[src/rtl/uart_tx_sched_if.sv]
// Request/UART-TX signal bundle for the UART transmit scheduler.
// master: the scheduler itself; slave: the requesters and UART TX around it.
interface uart_tx_sched_if;
    logic        res_trigger;
    logic [15:0] res_data;
    logic        echo_valid;
    logic [7:0]  echo_data;
    logic        echo_ready;
    logic        tx_start;
    logic [7:0]  tx_data;
    logic        tx_busy;
    logic        busy;
    logic        res_overflow;
    logic [2:0]  state_dbg;

    modport master (
        input  res_trigger,
        input  res_data,
        input  echo_valid,
        input  echo_data,
        input  tx_busy,
        output echo_ready,
        output tx_start,
        output tx_data,
        output busy,
        output res_overflow,
        output state_dbg
    );

    modport slave (
        output res_trigger,
        output res_data,
        output echo_valid,
        output echo_data,
        output tx_busy,
        input  echo_ready,
        input  tx_start,
        input  tx_data,
        input  busy,
        input  res_overflow,
        input  state_dbg
    );
endinterface

[src/rtl/uart_tx_sched.sv]
// Shares one UART TX byte transmitter between the 16-bit ALU result (LSB then MSB)
// and a single-byte echo source; results win, every byte is followed by a fixed gap.
module uart_tx_sched #(
    parameter int unsigned INTER_BYTE_DELAY = 1000000,
    parameter int unsigned ACK_TIMEOUT      = 16
) (
    input  logic           clk,
    input  logic           reset,
    uart_tx_sched_if.master bus
);

    localparam logic [2:0] ST_IDLE      = 3'd0;
    localparam logic [2:0] ST_ISSUE     = 3'd1;
    localparam logic [2:0] ST_WAIT_ACK  = 3'd2;
    localparam logic [2:0] ST_WAIT_DONE = 3'd3;
    localparam logic [2:0] ST_GAP       = 3'd4;

    localparam logic [1:0] SEL_ECHO    = 2'd0;
    localparam logic [1:0] SEL_RES_LSB = 2'd1;
    localparam logic [1:0] SEL_RES_MSB = 2'd2;

    localparam logic [31:0] ACK_LAST = 32'(ACK_TIMEOUT - 1);
    localparam logic [32:0] GAP_LEN  = {1'b0, 32'(INTER_BYTE_DELAY)};

    logic [2:0]  state_q, state_d;
    logic [1:0]  sel_q, sel_d;
    logic [31:0] timer_q, timer_d;
    logic [7:0]  tx_data_q, tx_data_d;
    logic [15:0] res_buf_q, res_buf_d;
    logic        res_pend_q, res_pend_d;
    logic        res_overflow_q, res_overflow_d;

    logic        echo_take;
    logic        res_release;
    logic        res_accept;
    logic [31:0] timer_inc;
    logic        gap_done;

    // The MSB issue cycle frees the buffer, so a trigger in that same cycle is taken.
    always_comb begin
        res_release    = (state_q == ST_ISSUE) && (sel_q == SEL_RES_MSB);
        res_accept     = bus.res_trigger && (!res_pend_q || res_release);
        res_pend_d     = res_accept || (res_pend_q && !res_release);
        res_buf_d      = res_accept ? bus.res_data : res_buf_q;
        res_overflow_d = res_overflow_q || (bus.res_trigger && res_pend_q && !res_release);
    end

    assign timer_inc = timer_q + 32'd1;
    // 33-bit compare so a zero delay still gives a one-cycle gap without wrapping.
    assign gap_done  = ({1'b0, timer_q} + 33'd1) >= GAP_LEN;

    always_comb begin
        state_d   = state_q;
        sel_d     = sel_q;
        timer_d   = timer_q;
        tx_data_d = tx_data_q;
        echo_take = 1'b0;
        case (state_q)
            ST_IDLE: begin
                if (res_pend_q) begin
                    sel_d     = SEL_RES_LSB;
                    tx_data_d = res_buf_q[7:0];
                    state_d   = ST_ISSUE;
                end else if (bus.echo_valid) begin
                    echo_take = 1'b1;
                    sel_d     = SEL_ECHO;
                    tx_data_d = bus.echo_data;
                    state_d   = ST_ISSUE;
                end
            end
            ST_ISSUE: begin
                state_d = ST_WAIT_ACK;
                timer_d = '0;
            end
            ST_WAIT_ACK: begin
                if (bus.tx_busy) begin
                    state_d = ST_WAIT_DONE;
                    timer_d = '0;
                end else if (timer_q == ACK_LAST) begin
                    state_d = ST_GAP;
                    timer_d = '0;
                end else begin
                    timer_d = timer_inc;
                end
            end
            ST_WAIT_DONE: begin
                if (!bus.tx_busy) begin
                    state_d = ST_GAP;
                    timer_d = '0;
                end
            end
            ST_GAP: begin
                if (gap_done) begin
                    timer_d = '0;
                    if (sel_q == SEL_RES_LSB) begin
                        sel_d     = SEL_RES_MSB;
                        tx_data_d = res_buf_q[15:8];
                        state_d   = ST_ISSUE;
                    end else begin
                        state_d = ST_IDLE;
                    end
                end else begin
                    timer_d = timer_inc;
                end
            end
            default: begin
                state_d = ST_IDLE;
                timer_d = '0;
            end
        endcase
    end

    always_ff @(posedge clk) begin
        if (reset) begin
            state_q        <= ST_IDLE;
            sel_q          <= SEL_ECHO;
            timer_q        <= '0;
            tx_data_q      <= '0;
            res_buf_q      <= '0;
            res_pend_q     <= 1'b0;
            res_overflow_q <= 1'b0;
        end else begin
            state_q        <= state_d;
            sel_q          <= sel_d;
            timer_q        <= timer_d;
            tx_data_q      <= tx_data_d;
            res_buf_q      <= res_buf_d;
            res_pend_q     <= res_pend_d;
            res_overflow_q <= res_overflow_d;
        end
    end

    assign bus.echo_ready   = echo_take;
    assign bus.tx_start     = (state_q == ST_ISSUE);
    assign bus.tx_data      = tx_data_q;
    assign bus.busy         = (state_q != ST_IDLE);
    assign bus.res_overflow = res_overflow_q;
    assign bus.state_dbg    = state_q;

endmodule

[src/flat_wrapper.sv]
// flat-port wrapper written by rule: the top's interface ports become plain ports
module uart_tx_sched_flat 
#(
    parameter int unsigned INTER_BYTE_DELAY = 1000000,
    parameter int unsigned ACK_TIMEOUT      = 16
)
  (clk, reset, bus_res_trigger, bus_res_data, bus_echo_valid, bus_echo_data, bus_tx_busy, bus_echo_ready, bus_tx_start, bus_tx_data, bus_busy, bus_res_overflow, bus_state_dbg);
  uart_tx_sched_if bus_i ();
  input  logic clk;
  input  logic reset;
  input wire logic [$bits(bus_i.res_trigger)-1:0] bus_res_trigger;
  input wire logic [$bits(bus_i.res_data)-1:0] bus_res_data;
  input wire logic [$bits(bus_i.echo_valid)-1:0] bus_echo_valid;
  input wire logic [$bits(bus_i.echo_data)-1:0] bus_echo_data;
  input wire logic [$bits(bus_i.tx_busy)-1:0] bus_tx_busy;
  output wire logic [$bits(bus_i.echo_ready)-1:0] bus_echo_ready;
  output wire logic [$bits(bus_i.tx_start)-1:0] bus_tx_start;
  output wire logic [$bits(bus_i.tx_data)-1:0] bus_tx_data;
  output wire logic [$bits(bus_i.busy)-1:0] bus_busy;
  output wire logic [$bits(bus_i.res_overflow)-1:0] bus_res_overflow;
  output wire logic [$bits(bus_i.state_dbg)-1:0] bus_state_dbg;
  assign bus_i.res_trigger = bus_res_trigger;
  assign bus_i.res_data = bus_res_data;
  assign bus_i.echo_valid = bus_echo_valid;
  assign bus_i.echo_data = bus_echo_data;
  assign bus_i.tx_busy = bus_tx_busy;
  assign bus_echo_ready = bus_i.echo_ready;
  assign bus_tx_start = bus_i.tx_start;
  assign bus_tx_data = bus_i.tx_data;
  assign bus_busy = bus_i.busy;
  assign bus_res_overflow = bus_i.res_overflow;
  assign bus_state_dbg = bus_i.state_dbg;
  uart_tx_sched #(.INTER_BYTE_DELAY(INTER_BYTE_DELAY), .ACK_TIMEOUT(ACK_TIMEOUT)) u_core (.clk(clk), .reset(reset), .bus(bus_i));
endmodule
[config.mk]
export PLATFORM = sky130hd
export DESIGN_NAME = uart_tx_sched_flat
export DESIGN_NICKNAME = d
export VERILOG_FILES = /design/src/rtl/uart_tx_sched_if.sv /design/src/rtl/uart_tx_sched.sv /design/src/flat_wrapper.sv
export SDC_FILE = /design/constraint.sdc
export NUM_CORES = 1
export LEC_CHECK = 0
export BUFFER_PORTS_ARGS = -buffer_cell sky130_fd_sc_hd__buf_2
export CELL_PAD_IN_SITES_DETAIL_PLACEMENT = 1
export CELL_PAD_IN_SITES_GLOBAL_PLACEMENT = 2
export CORE_MARGIN = 1.5
export CORE_UTILIZATION = 35
export DETAILED_ROUTE_END_ITERATION = 7
export PLACE_DENSITY = 0.89
export SLEW_MARGIN = 25
export SYNTH_ARGS = -nofsm -noshare
export SYNTH_HDL_FRONTEND = slang
export SYNTH_SLANG_ARGS = --single-unit
[constraint.sdc]
create_clock -name clk -period 4.1 [get_ports clk]
set_input_delay 0.615 -clock clk [delete_from_list [all_inputs] [get_ports clk]]
set_output_delay 0.615 -clock clk [all_outputs]
set_load 0.05 [all_outputs]
==> results.cfg, run 1 <==
[outcome]
status = completed

[setup_path]
crit_arrival_ns = 3.81
required_ns = 4.38
critPathLaunchType = register
cp_slowest_stage_delay_ns = 0.57
worst-r2r-setup-slack_ns = 0.57
ff2ff_path_depth = 9
crit_type = reg -> reg
reg2reg_from = u_core.timer_q[0]
crit_fanout = 28
cp-end-kind = register
cp_common_cell = or3_1
crit_path_cell_trace = ha_1 > nand3_4 > or3_1 > or4b_1 > a22oi_1 > nand3_2 > o31a_4 > or3_1 > a31oi_1
r2r-end = u_core.timer_q[9]
critical-path-slowest-cell = or3_1

[routing]
vias = 3692
routedWlPerCell_um = 17.8
postRouteAntennaNets = 0
drt-total-wl_mm = 11.3
viasPerCell = 5.81
first_iter_violations = 160
drtPass1Iterations = 5
drc = 0

[cts]
cts-root-buf = clkbuf_8
numCtsBuffers = 9
cts.path.max_buffers = 2
cts_max_level = 3
clkLatencyLatePin_ns = 0.36
ctsResizeCount = 0
clk_pin_slew_ns = 0.08
cts_hold_buf = 0
cts_tree = done
cts_setup_buffers = 0
numClockSinks = 63

[synthesis]
synthTopCellsByCount = dfxtp_1 (63), nand2_1 (48), nor2_1 (41)
syn-num-nets = 499
async_flop_share = 0
synth_area_um2 = 3740
synth.area.top_cells = dfxtp_1 (34%), mux2i_1 (8.8%), nand3_1 (5.4%), nand2_1 (4.8%), a31oi_1 (4.2%)
ys_seq_area_frac = 0.337
ys.flop_type = dfxtp_1
synth_edf_count = 0
synth_top_area_frac = 0.337
avgSynthCellArea_um2 = 7.98
synth_top_area_cell = dfxtp_1
postSynthCellCount = 469
yosys.cell_count.top_type = dfxtp_1
ys_warn_count = 0
synth-seq-cells = 63
netlist-cell-type-count = 59

[global_route]
grt.total_usage = 0.209
grt_pass1_vias = 3699
grt_antenna_before_repair = 0
grt_pass1_wl_mm = 18.7
grt_overflow = 0
grt_max_degree = 46

[die]
core_area_um2 = 10400
die_h_um = 106
start_util = 0.361
die_w_um = 106
boundaryPins = 44
num_rows = 37
dieArea_um2 = 11300

[placed_design]
placedCellCount = 619
gp_congestion = 0.875
place_hpwl_mm = 8.04
port_buffers = 43

[run]
drv_cap = 0

[power_and_ir_drop]
power.net_switching_uw = 771
leakage_nw = 1.60
p_sw_frac = 0.424
seqPwrFrac = 0.381
powerDensity_nw_per_um2 = 428
p_int_mw = 1.05
ir_worst_vdd_uv = 372
power_frac_clock = 0.285
combPwrFrac = 0.334

[timing]
maxSlewViolCount = 0
grt_setup_unrepaired = no
fin_crit_ns = 3.53
worstMarginPinSlew_ns = 0.791
skew_ns = 0.00939
min_period_over_period = 0.861
hold_viol_final = 0
relSlewSlack = 0.473
setup_viol = 0
fmax_mhz = 283
tns_ns = 0

[worst_hold_path]
hold_path.class = reg -> reg
min-delay-start = u_core.bus.res_overflow
min_to = u_core.bus.res_overflow
min_delay_path_depth = 2

[final_layout]
syn2layout_area_growth_pct = 13.4
layout.cells.non_filler = 635
drive_gt1_frac = 0.178
nets = 524
antenna_cells = 0
## logic make-up after synthesis
| kind of cell | synth area share |
|---|---|
| AND/OR/NAND/NOR | 0.329 |
| flip-flops | 0.337 |
| adder cells (fa/ha/maj) | 0.00334 |
| XOR/XNOR | 0.0187 |
| AO/OA/AOI/OAI | 0.168 |
| multiplexers | 0.0883 |
| buffers and inverters | 0.0555 |
## registers in the layout, indices dropped and copies added, names as in the netlist
signal                   cells
u_core.sel_q                 2
u_core.res_buf_q            16
u_core.bus.state_dbg         3
u_core.bus.tx_data           8
u_core.bus.res_overflow      1
u_core.timer_q              32
u_core.res_pend_q            1
## how the worst max path moves through the flow
stage	startpoint	end	slack [ns]
6_report	u_core.timer_q[0]	u_core.timer_q[9]	0.57
5_1_grt	u_core.timer_q[0]	u_core.timer_q[9]	0.40
4_1_cts	u_core.timer_q[0]	u_core.timer_q[9]	0.55
3_5_place_dp	u_core.timer_q[0]	u_core.timer_q[9]	0.58
3_3_place_gp	u_core.timer_q[0]	u_core.timer_q[23]	0.66
2_1_floorplan	u_core.bus.state_dbg[0]	u_core.res_buf_q[0]	0.77
## per-layer routing
| layer | vias up | track usage | wire, um |
|---|---|---|---|
| met5 | - | 0 | 0 |
| met2 | 70 | 0.341 | 5410 |
| met4 | 0 | 0.0734 | 162 |
| met1 | 1824 | 0.272 | 5280 |
| met3 | 13 | 0.0441 | 449 |
| li1 | 1785 | - | - |
## critical path: cells and delay by family, from the launching register on
family                     cells  cell delay, ns
AOI/OAI and AO/OA              3            0.87
DFF                            1            0.42
adders and majority gates      1            0.28
and+or+nand+nor                5            1.89
## placed cells by master (no fill, tap or decap), drive strengths merged, types with 5 or more instances in the layout
cell type / count
dfxtp: 63
buf: 56
nand2: 48
nand3: 42
nor2: 41
mux2i: 33
or3: 25
a31oi: 25
o21ai: 19
nand4: 14
nor3: 12
and3: 10
clkbuf: 9
nor4: 9
inv: 8
xnor2: 7
a21oi: 7
o31ai: 6
nand3b: 5
and4: 5
a211oi: 5
## through the flow
step	hold slack (ns)	util	worst slack, ns	cell area [um2]	power, mW
after floorplan	0.463	-	0.773	3740	1.14
after global placement	0.448	0.392	0.657	4060	1.32
after detailed placement	0.457	0.392	0.584	4060	1.32
after CTS	0.470	0.409	0.549	4240	1.84
after global routing	0.481	0.409	0.404	4240	1.92
final	0.476	0.409	0.568	4240	1.82
## cell type report
cell class	count	area [um2]
fill	1282	6130
multi-input combinational	357	2290
sequential	63	1260
timing repair buffer	56	313
tap	136	170
clock buffer	9	124
clock inverter	7	57.6
inverter	7	26.3
## power groups by stage
stage	clock (mW)	sequential (mW)	combinational, mW
detailed placement	0	0.705	0.616
floorplan	0	0.785	0.354
finish	0.519	0.692	0.607
CTS	0.533	0.692	0.616
global route	0.562	0.699	0.656
global placement	0	0.702	0.614
No activity file was read; power rests on OpenSTA's default activity.
==> run 2, diff against run 1 <==
RECOVER_POWER = 50   (was default)
==> run 2 against run 1 <==
Against the previous run:
- cell count unchanged
- sequential share of layout area up 0.25 points
- clock skew about the same
- routed wire length down 0.20%
- first-iteration DRC count up 3.8%
- non-clock buffer count unchanged
- setup slack worse by 0.15 ns
- final area down 0.83%
- core utilization down 0.34 points
- register-to-register slack worse by 0.15 ns
- die area unchanged
- flip-flop and latch count unchanged
==> results.cfg, run 2 (same netlist as run 1, synthesis figures left out) <==
[outcome]
status = completed

[setup_path]
crit_fanout = 28
path_buf_inv = 0
worst-r2r-setup-slack_ns = 0.42
cp-end-kind = register
ff2ff_path_depth = 8
r2r-end = u_core.timer_q[9]
cp-startpoint = u_core.timer_q[0]
crit_arrival_ns = 3.96
crit_type = reg -> reg
critical-path-slowest-cell = nor4b_1
cp_top_family = simple AND/OR/NAND/NOR gates
critPathLaunchType = register
crit_path_cell_trace = ha_1 > nand3_4 > or3_1 > nor4b_1 > a31oi_1 > o31a_4 > or3_1 > a31oi_1
reg2reg_from = u_core.timer_q[0]
required_ns = 4.38
cp_slowest_stage_delay_ns = 0.65

[die]
core_area_um2 = 10400
boundaryPins = 44
num_rows = 37
die_w_um = 106
start_util = 0.361
die_h_um = 106
dieArea_um2 = 11300

[routing]
drc = 0
wl_met3_um = 463
first_iter_violations = 166
top_layer = met4
wl_met2_mm = 5.38
routedWlPerCell_um = 17.8
drt-total-wl_mm = 11.3
viasPerCell = 5.79
met1_length_mm = 5.28
vias = 3675
drtPass1Iterations = 4
postRouteAntennaNets = 0

[timing]
hold_viol_final = 0
skew_ns = 0.00985
relSlewSlack = 0.307
worst_hold_slack_ns = 0.479
maxSlewViolCount = 0
setup_viol = 0
tns_ns = 0
grt_setup_unrepaired = no
fmax_mhz = 272
worstMarginPinSlew_ns = 1.04
min_period_over_period = 0.898
fin_crit_ns = 3.68

[final_layout]
nets = 524
largest_reg_flops = 32
final_common_cell = dfxtp_1
fillCellCount = 1286
antenna_cells = 0
syn2layout_area_growth_pct = 12.5
drive_gt1_frac = 0.142
layout_common_cells = dfxtp_1 (63), nand2_1 (48), nor2_1 (41), nand3_1 (41), mux2i_1 (33)
regMostFlops = u_core.timer_q

[cts]
numCtsBuffers = 9
clk_pin_slew_ns = 0.08
cts.path.max_buffers = 2
clkLatencyLatePin_ns = 0.36
cts_setup_buffers = 0
cts_tree = done
ctsResizeCount = 0
cts-root-buf = clkbuf_8
cts_hold_buf = 0
numClockSinks = 63
cts_max_level = 3

[global_route]
grt_pass1_wl_mm = 18.7
grt_max_degree = 46
grt.total_usage = 0.209
grt_antenna_before_repair = 0
grt_overflow = 0
grt_pass1_vias = 3699

[power_and_ir_drop]
powerDensity_nw_per_um2 = 429
ir_worst_vdd_uv = 361
leakage_nw = 1.54

[worst_hold_path]
hold_path.class = reg -> reg
min_to = u_core.bus.res_overflow
min-delay-start = u_core.bus.res_overflow
min_delay_path_depth = 2

[run]
drv_cap = 0

[placed_design]
place_hpwl_mm = 8.04
gp_congestion = 0.875
port_buffers = 43
## run 2: worst max-delay path by stage
stage,depth (start not counted),end,slack (ns)
2_1_floorplan,7,u_core.res_buf_q[0],0.77
3_3_place_gp,9,u_core.timer_q[23],0.66
3_5_place_dp,9,u_core.timer_q[9],0.58
4_1_cts,9,u_core.timer_q[9],0.55
5_1_grt,9,u_core.timer_q[1],0.23
6_report,8,u_core.timer_q[9],0.42
## run 2: power breakdown
| part | leakage [nW] | total [mW] | switching (mW) | internal (mW) |
|---|---|---|---|---|
| Combinational | 0.936 | 0.594 | 0.440 | 0.153 |
| Clock | 0.0877 | 0.519 | 0.293 | 0.226 |
| Sequential | 0.512 | 0.692 | 0.0383 | 0.654 |
| Total | 1.54 | 1.80 | 0.771 | 1.03 |
## run 2: area by class of cell
type | instances | area (um2) | share of cell area
repair buffers | 56 | 292 | 0.0693
clock inverters | 7 | 57.6 | 0.0137
inverters | 7 | 26.3 | 0.00624
multi-input cells | 357 | 2280 | 0.541
well taps | 136 | 170 | 0.0404
clock buffers | 9 | 124 | 0.0294
flip-flops and latches | 63 | 1260 | 0.300
## run 2: worst register-to-register path, delay by kind of cell (launching register included)
family	cells	cell delay, ns
AO/OA/AOI/OAI	3	1.12
adder cells (fa/ha/maj)	1	0.28
flip-flops	1	0.42
AND/OR/NAND/NOR	4	1.79
## run 2: metrics by stage
step           total power [mW]  area [um2]  utilization  cells  setup WS [ns]
6_report                   1.80        4210        0.406    635          0.420
5_1_grt                    1.90        4210        0.406    635          0.226
4_1_cts                    1.84        4240        0.409    635          0.549
3_5_place_dp               1.32        4060        0.392    619          0.584
3_3_place_gp               1.32        4060        0.392    619          0.657
2_1_floorplan              1.14        3740            -    469          0.773
## run 2: metal layers
layer / global-route usage / vias to the layer above
li1: - / 1785
met4: 0.0734 / 0
met1: 0.272 / 1811
met2: 0.341 / 66
met3: 0.0441 / 13
met5: 0 / -
==> run 3, diff against run 2 <==
ABC_AREA = 1   (was default)
CORE_UTILIZATION = 31   (was 35)
PLACE_DENSITY = 0.88   (was 0.89)
==> run 3 against run 2 <==
Against the previous run:
- clock skew shrank 0.00065 ns
- via count grew 6.2%
- total power grew 35%
- worst hold slack lost 0.027 ns
- non-clock buffer count shrank 11
- synthesized cell count grew 30%
- routed wire length grew 4.0%
- core utilization shrank 3.6 points
- final area grew 0.83%
- critical path type unchanged
- largest power group is now combinational logic
- highest routed layer unchanged
==> results.cfg, run 3 <==
[final_layout]
antenna_cells = 0
fillCellCount = 1537
nets = 678
final_cell_area_um2 = 4240
layout_common_cells = nand2_1 (218), inv_1 (70), nor2_1 (68)
drive_gt1_frac = 0.0859
largest_reg_flops = 32
regMostFlops = u_core.timer_q
final_common_cell = nand2_1
syn2layout_area_growth_pct = 15.7

[cts]
cts_setup_buffers = 0
cts_tree = done
clkLatencyLatePin_ns = 0.34
numClockSinks = 63
cts_hold_buf = 0
ctsResizeCount = 0
cts-root-buf = clkbuf_16
cts.path.max_buffers = 2
numCtsBuffers = 9
clk_pin_slew_ns = 0.06
cts_max_level = 3

[timing]
hold_viol_final = 0
grt_setup_unrepaired = no
fin_crit_ns = 3.34
tns_ns = 0
min_period_over_period = 0.813
relSlewSlack = 0.344
fmax_mhz = 300
maxSlewViolCount = 0
worst_hold_slack_ns = 0.452
skew_ns = 0.00920
setup_viol = 0
worstMarginPinSlew_ns = 0.980

[synthesis]
ys_seq_area_frac = 0.344
syn-num-nets = 641
synth.area.top_cells = dfxtp_1 (34%), nand2_1 (22%), a21oi_1 (7.2%), inv_1 (7.2%), nor2_1 (7.0%)
synth_top_area_cell = dfxtp_1
async_flop_share = 0
synth_top_area_frac = 0.344
synth-seq-cells = 63
synthTopCellsByCount = nand2_1 (216), inv_1 (70), nor2_1 (68)
ys_warn_count = 0
postSynthCellCount = 611
synth_edf_count = 0
yosys.cell_count.top_type = nand2_1
ys.flop_type = dfxtp_1
synth_area_um2 = 3670
netlist-cell-type-count = 28
avgSynthCellArea_um2 = 6.00

[routing]
routedWlPerCell_um = 14.8
viasPerCell = 4.91
drt-total-wl_mm = 11.7
drc = 0
drtPass1Iterations = 4
vias = 3902
first_iter_violations = 126
postRouteAntennaNets = 0

[power_and_ir_drop]
combPwrFrac = 0.368
power_frac_clock = 0.323
power_mw = 2.43
power.net_switching_mw = 1.08
leakage_nw = 1.75
ir_worst_vdd_uv = 393
p_sw_frac = 0.442
p_int_mw = 1.36
seqPwrFrac = 0.309
powerDensity_nw_per_um2 = 573

[worst_hold_path]
min_to = u_core.res_buf_q[15]
min-delay-start = u_core.res_buf_q[15]
min_delay_path_depth = 2
hold_path.class = reg -> reg

[setup_path]
cp_slowest_stage_delay_ns = 0.75
worst-r2r-setup-slack_ns = 0.76
crit_type = reg -> reg
cp_common_cell = nor2_1
cp_top_family = simple AND/OR/NAND/NOR gates
r2r-end = u_core.timer_q[22]
critical-path-slowest-cell = nor2_1
crit_path_cell_trace = nor2_1 > inv_1 > nor2_1 > o21ai_0 > nor2_1 > nand3_1 > nor2_2 > nand2_1 > nand2_2 > nand2_1 > a21oi_1
cp.depth = 11
critPathLaunchType = register
crit_arrival_ns = 3.61
path_buf_inv = 1
ff2ff_path_depth = 11
cp-end-kind = register
required_ns = 4.37
crit_fanout = 31
cp-startpoint = u_core.bus.state_dbg[0]
reg2reg_from = u_core.bus.state_dbg[0]

[run]
drv_cap = 0

[die]
die_w_um = 112
num_rows = 39
die_h_um = 112
boundaryPins = 44
start_util = 0.320
core_area_um2 = 11500
dieArea_um2 = 12500

[placed_design]
gp_congestion = 0.853
place_hpwl_mm = 8.86
port_buffers = 43
postPlaceCellArea_um2 = 3980

[global_route]
grt.total_usage = 0.196
grt_max_degree = 44
grt_pass1_wl_mm = 19.5
grt_pass1_vias = 4023
grt_overflow = 0
grt_antenna_before_repair = 0

[outcome]
status = completed
-- run 3: changes by cell type after synthesis, sizes merged, moves of 6 or more --
cell    delta
a21oi     +46
a31oi     -25
and3      -10
buf       -10
clkbuf    -13
inv       +65
mux2i     -33
nand2    +172
nand3      -7
nor2      +35
nor3       -9
o21ai     +20
o31ai      -6
or3       -25
-- run 3: cell families after synthesis --
family | Yosys count | share of synthesized area
DFF | 63 | 0.344
adders and majority gates | 1 | 0.00341
AOI/OAI and AO/OA | 96 | 0.134
xor gates and xnor gates | 9 | 0.0215
and+or+nand+nor | 351 | 0.397
buffers and inverters | 91 | 0.100
-- run 3: cell type report --
class / count / area [um2] / share of cell area
inverters: 72 / 270 / 0.0637
multi-input cells: 457 / 2030 / 0.478
flip-flops and latches: 63 / 1260 / 0.297
clock buffers: 10 / 239 / 0.0563
clock inverters: 5 / 58.8 / 0.0139
well taps: 143 / 179 / 0.0422
repair buffers: 45 / 208 / 0.0489
-- run 3: worst min-delay path: cells and delay by family (launching register included) --
kind	cells	cell delay, ns
flip-flops	1	0.29
buffers and inverters	1	0.06
AO/OA/AOI/OAI	1	0.05
-- run 3: worst max-delay path by stage --
stage / endpoint / slack [ns]
floorplan: bus_echo_ready / 1.27
global placement: u_core.timer_q[22] / 1.07
detailed placement: u_core.timer_q[29] / 0.96
CTS: u_core.timer_q[2] / 0.91
global route: u_core.timer_q[13] / 0.43
finish: u_core.timer_q[22] / 0.76
-- run 3: power groups by stage --
stage	combinational (mW)	clock [mW]	sequential (mW)
after global placement	0.920	0	0.760
after floorplan	0.553	0	0.925
after global routing	0.994	0.817	0.764
final	0.896	0.787	0.751
after CTS	0.943	0.800	0.750
after detailed placement	0.941	0	0.762
-- run 3: per-layer routing --
metal	up-vias	wire, um	global-route usage	part of all wire
met5	-	0	0	0
li1	1997	-	-	-
met1	1839	5440	0.239	0.46
met3	12	385	0.0348	0.033
met4	0	191	0.0793	0.016
met2	54	5730	0.340	0.49
-- run 3: stage by stage --
step                cells   util  setup WS [ns]
CTS                   795  0.373          0.910
global placement      780  0.347           1.07
finish                795  0.370          0.765
detailed placement    780  0.347          0.960
global route          795  0.370          0.432
floorplan             611      -           1.27
